File: config.mk
export PLATFORM = sky130hd
export DESIGN_NAME = output_part
export DESIGN_NICKNAME = d
export VERILOG_FILES = /design/src/rtl/output_part.sv
export SDC_FILE = /design/constraint.sdc
export NUM_CORES = 1
export LEC_CHECK = 0
export BUFFER_PORTS_ARGS = -buffer_cell sky130_fd_sc_hd__buf_2
export CORE_MARGIN = 2
export CORE_UTILIZATION = 53
export CTS_CLUSTER_DIAMETER = 200
export DETAILED_ROUTE_END_ITERATION = 8
export PLACE_DENSITY_LB_ADDON = 0.15
export SYNTH_ARGS = -nofsm -noshare
export SYNTH_HDL_FRONTEND = slang
export SYNTH_SLANG_ARGS = --single-unit
File: constraint.sdc
create_clock -name clk -period 2.15 [get_ports clk]
set_input_delay 0.43 -clock clk [delete_from_list [all_inputs] [get_ports clk]]
set_output_delay 0.43 -clock clk [all_outputs]
set_load 0.01 [all_outputs]
File: src/rtl/output_part.sv
// Transmit side of the slot-load protocol. It captures four sorted words in a
// single cycle and replays them one word per valid/ready handshake on a one-hot slot select.
module output_part #(
  parameter int DATA_W = 4,
  parameter bit ORDER  = 1'b0
) (
  input  logic              clk,
  input  logic              rst_n,
  input  logic              load,
  input  logic [DATA_W-1:0] sorted_num0,
  input  logic [DATA_W-1:0] sorted_num1,
  input  logic [DATA_W-1:0] sorted_num2,
  input  logic [DATA_W-1:0] sorted_num3,
  output logic [3:0]        out_sel,
  output logic [DATA_W-1:0] out_data,
  output logic              out_valid,
  input  logic              out_ready,
  output logic              busy,
  output logic              done
);

  typedef enum logic [1:0] {
    IDLE = 2'd0,
    SEND = 2'd1,
    DONE = 2'd2
  } state_t;

  // ORDER picks the direction in which the slot index walks.
  localparam logic [1:0] FIRST_IDX = ORDER ? 2'd3 : 2'd0;
  localparam logic [1:0] LAST_IDX  = ORDER ? 2'd0 : 2'd3;

  state_t                  state_q, state_d;
  logic [3:0][DATA_W-1:0]  wbuf_q, wbuf_d;
  logic [1:0]              idx_q, idx_d;
  logic [1:0]              idx_nxt;
  logic [3:0]              sel_q, sel_d;
  logic [DATA_W-1:0]       data_q, data_d;
  logic                    valid_q, valid_d;
  logic                    busy_q, busy_d;
  logic                    done_q, done_d;
  logic [3:0][DATA_W-1:0]  in_word;

  assign in_word = {sorted_num3, sorted_num2, sorted_num1, sorted_num0};
  assign idx_nxt = ORDER ? (idx_q - 2'd1) : (idx_q + 2'd1);

  function automatic logic [3:0] onehot(input logic [1:0] i);
    onehot = 4'b0001 << i;
  endfunction

  always_comb begin
    state_d = state_q;
    wbuf_d  = wbuf_q;
    idx_d   = idx_q;
    sel_d   = sel_q;
    data_d  = data_q;
    valid_d = valid_q;
    busy_d  = busy_q;
    done_d  = 1'b0;
    case (state_q)
      IDLE: begin
        sel_d   = 4'b0000;
        data_d  = '0;
        valid_d = 1'b0;
        busy_d  = 1'b0;
        if (load) begin
          // The first word comes straight from the inputs, so it is valid in the cycle after load.
          wbuf_d  = in_word;
          idx_d   = FIRST_IDX;
          sel_d   = onehot(FIRST_IDX);
          data_d  = in_word[FIRST_IDX];
          valid_d = 1'b1;
          busy_d  = 1'b1;
          state_d = SEND;
        end
      end
      SEND: begin
        if (valid_q && out_ready) begin
          if (idx_q == LAST_IDX) begin
            sel_d   = 4'b0000;
            data_d  = '0;
            valid_d = 1'b0;
            done_d  = 1'b1;
            state_d = DONE;
          end else begin
            idx_d  = idx_nxt;
            sel_d  = onehot(idx_nxt);
            data_d = wbuf_q[idx_nxt];
          end
        end
      end
      DONE: begin
        busy_d  = 1'b0;
        state_d = IDLE;
      end
      default: begin
        sel_d   = 4'b0000;
        data_d  = '0;
        valid_d = 1'b0;
        busy_d  = 1'b0;
        state_d = IDLE;
      end
    endcase
  end

  always_ff @(posedge clk or negedge rst_n) begin
    if (!rst_n) begin
      state_q <= IDLE;
      wbuf_q  <= '0;
      idx_q   <= 2'd0;
      sel_q   <= 4'b0000;
      data_q  <= '0;
      valid_q <= 1'b0;
      busy_q  <= 1'b0;
      done_q  <= 1'b0;
    end else begin
      state_q <= state_d;
      wbuf_q  <= wbuf_d;
      idx_q   <= idx_d;
      sel_q   <= sel_d;
      data_q  <= data_d;
      valid_q <= valid_d;
      busy_q  <= busy_d;
      done_q  <= done_d;
    end
  end

  assign out_sel   = sel_q;
  assign out_data  = data_q;
  assign out_valid = valid_q;
  assign busy      = busy_q;
  assign done      = done_q;

endmodule

==> results.md <==
- CTS Hold Bufs: 0
- Core Region: 0.00276 sq mm
- Mapped Area: 0.00154 sq mm
- Final Max Tran Viols: 0
- Largest net degree at the start of global routing: 32
- Max incr delay on CP: 0.41 ns
- Slew headroom: 0.551
- Crit Path Max Fanout: 5
- Post-layout util: 0.646
- # H-tree levels: 2
- Tightest Hold Check Type: in -> async
- Number of synthesized flops with an enable pin: 0
- Crit path max-delay cell type: dfrtp_1
- FILL cells: 229
- DR vias/cell: 5.51
- R2R cell count: 5
- # resized after CTS: 0
- Unrepaired setup endpoints after global routing: false
- Final setup skew: 0.00852 ns
- Tcrit/Tclk final: 0.797
- DP Cell Count: 169
- WL/cell: 15.6 microns
- GP Congestion: 0.700
- WP data required: 2.37 ns
- Crit path to: out_data[3]
- Final setup violation count: 0
- Synthesized net count: 135
- # rows: 19
- Syn-to-layout area delta: 15.9%
- FF-to-FF Start: idx_q[1]
- Measured slew at the worst slew-check pin: 0.673 ns
- Clock Root Buffer: clkbuf_4
- Crit Reg-Reg Endpoint: out_data[3]
- Final hold vios: 0
- CP Capture Type: flop
- GRT Total Usage: 0.189
- Mean area per synthesized cell: 14.0 sq um
- First-pass GRT wire length: 4590 microns
- Setup bufs post-CTS: 0
- Deepest clock path buffer count: 2
- Synth unique cells: 27
- CTS tree: done
- Cells after synthesis: 110
- Fin crit period: 1.71 ns
- Critical path origin: idx_q[1]
- Sink Count: 31
- Worst Path Arrival: 1.93 ns
- Yosys warnings: 0
- Final Non-Filler Cells: 177
- Die area: 0.00335 sq mm
- Post-DRT Antenna Nets: 0
- Fmax: 583 MHz
- Pre-CTS setup slack: 0.447 ns
- Port bufs: 30
- Routed wire length: 2760 microns
- Async S/R FF share, synth: 1.00
- Leakage: 0.862 nW
- Antenna fix cells: 0
- Main flop type after synthesis: dfrtp_1
- Worst-path cell chain: inv_1 > ha_1 > mux4_2 > nor4b_4 > a221o_1
- Die Y: 57.8 microns
- Worst-skew pair later-pin latency: 0.33 ns
- Pwr dens: 1400 mW/mm^2
- MaxCap Viol Count: 0
- Layout cells sized above 1: 0.466
- 1st-iter DRT viols: 24
- Num CTS Buffers: 5
- Status: finished clean
- Crit Path Class: reg -> reg
- Top-level I/O count: 31
- Worst setup margin: 0.436 ns
- Vias in the first global route: 1,006
- Die W: 57.8 microns
- Nets: 170
- CP Launch Type: flop
- FF+latch count, synth: 31
- Starting Density: 0.557
- Worst-path clk slew: 0.10 ns
- Vias: 975
- Initial antenna violation count: 0
- VDD IR max: 1.11 mV
- Drt drc: 0
- DPL Wire Length: 2040 microns
- Sequential area share after synthesis: 0.505
- Setup TNS: 0 ns
- Flop-to-flop setup slack: 0.44 ns
- Detailed Routing Iterations Pass 1: 4
- Overall power: 0.00249 W
- Grt ovf: 0
where the power goes:
part,switching (W),internal [W]
clock,0.000198,0.000275
combinational,0.000445,0.000566
sequential,0.000159,0.000843
total,0.000802,0.00168
cell usage after synthesis, types with 2 or more instances:
library cell,count,area (sq um)
o21ai_0,3,15.0
mux2i_1,6,60.1
buf_6,5,56.3
nor2_1,6,22.5
mux2_2,18,203
inv_1,4,15.0
mux4_1,2,52.6
and2_1,3,18.8
dfrtp_1,31,776
nand2_1,3,11.3
a21oi_1,3,15.0
a221o_1,4,40.0
ha_1,5,62.6
o22ai_1,3,18.8
mux4_2,2,45.0
layout make-up:
| class | count | area, sq um | area share |
|---|---|---|---|
| clock buffers | 6 | 51.3 | 0.0288 |
| clock inverters | 2 | 35.0 | 0.0197 |
| inverters | 4 | 15.0 | 0.00843 |
| multi-input cells | 69 | 684 | 0.384 |
| flip-flops and latches | 31 | 776 | 0.436 |
| well taps | 31 | 38.8 | 0.0218 |
| repair buffers | 34 | 180 | 0.101 |
routing by layer:
layer,global-route usage,up-vias,routed length [microns]
met3,0.0603,6,151
met4,0.0797,0,53
met2,0.317,24,1390
li1,-,475,-
met5,0,-,0
met1,0.225,470,1170
how the worst min path moves through the flow:
| stage | to | slack, ns |
|---|---|---|
| floorplan | busy | 0.13 |
| global placement | wbuf_q[2] | 0.48 |
| detailed placement | wbuf_q[15] | 0.49 |
| CTS | state_q[1] | 0.14 |
| global route | out_sel[2] | 0.17 |
| finish | out_sel[2] | 0.13 |
worst max-delay path: cells and delay by family, from the launching register on:
kind            cells  cell delay, ns
fa+ha+maj           1            0.38
flops               1            0.41
simple gates        1            0.14
compound gates      1            0.25
mux                 1            0.32
buf+inv             1            0.09
through the flow:
| step | cell area (sq um) | hold WS [ns] |
|---|---|---|
| CTS | 1780 | 0.139 |
| global placement | 1690 | 0.482 |
| floorplan | 1540 | 0.134 |
| detailed placement | 1690 | 0.492 |
| finish | 1780 | 0.127 |
| global route | 1780 | 0.167 |
cell usage in the layout (no fill, tap or decap), types with 4 or more instances in the layout:
cell / count
dfrtp_1: 31
buf_2: 30
mux2_2: 18
nor2_1: 6
mux2i_1: 6
ha_1: 5
clkbuf_4: 5
inv_1: 4
a221o_1: 4
buf_4: 4
cell families (layout without fill, tap and decap cells):
kind of cell / count (synthesis) / after routing / share of synthesized area
buffers and inverters: 10 / 46 / 0.0497
AOI/OAI and AO/OA: 16 / 16 / 0.0733
muxes: 28 / 28 / 0.235
adders and majority gates: 5 / 5 / 0.0407
and+or+nand+nor: 20 / 20 / 0.0969
DFF: 31 / 31 / 0.505
sequential cells by signal (all words and copies together), names as in the netlist:
| signal | count |
|---|---|
| wbuf_q | 16 |
| out_data | 4 |
| out_sel | 4 |
| idx_q | 2 |
| state_q | 2 |
| busy | 1 |
| done | 1 |
| out_valid | 1 |
(Power assumes the default switching activity.)
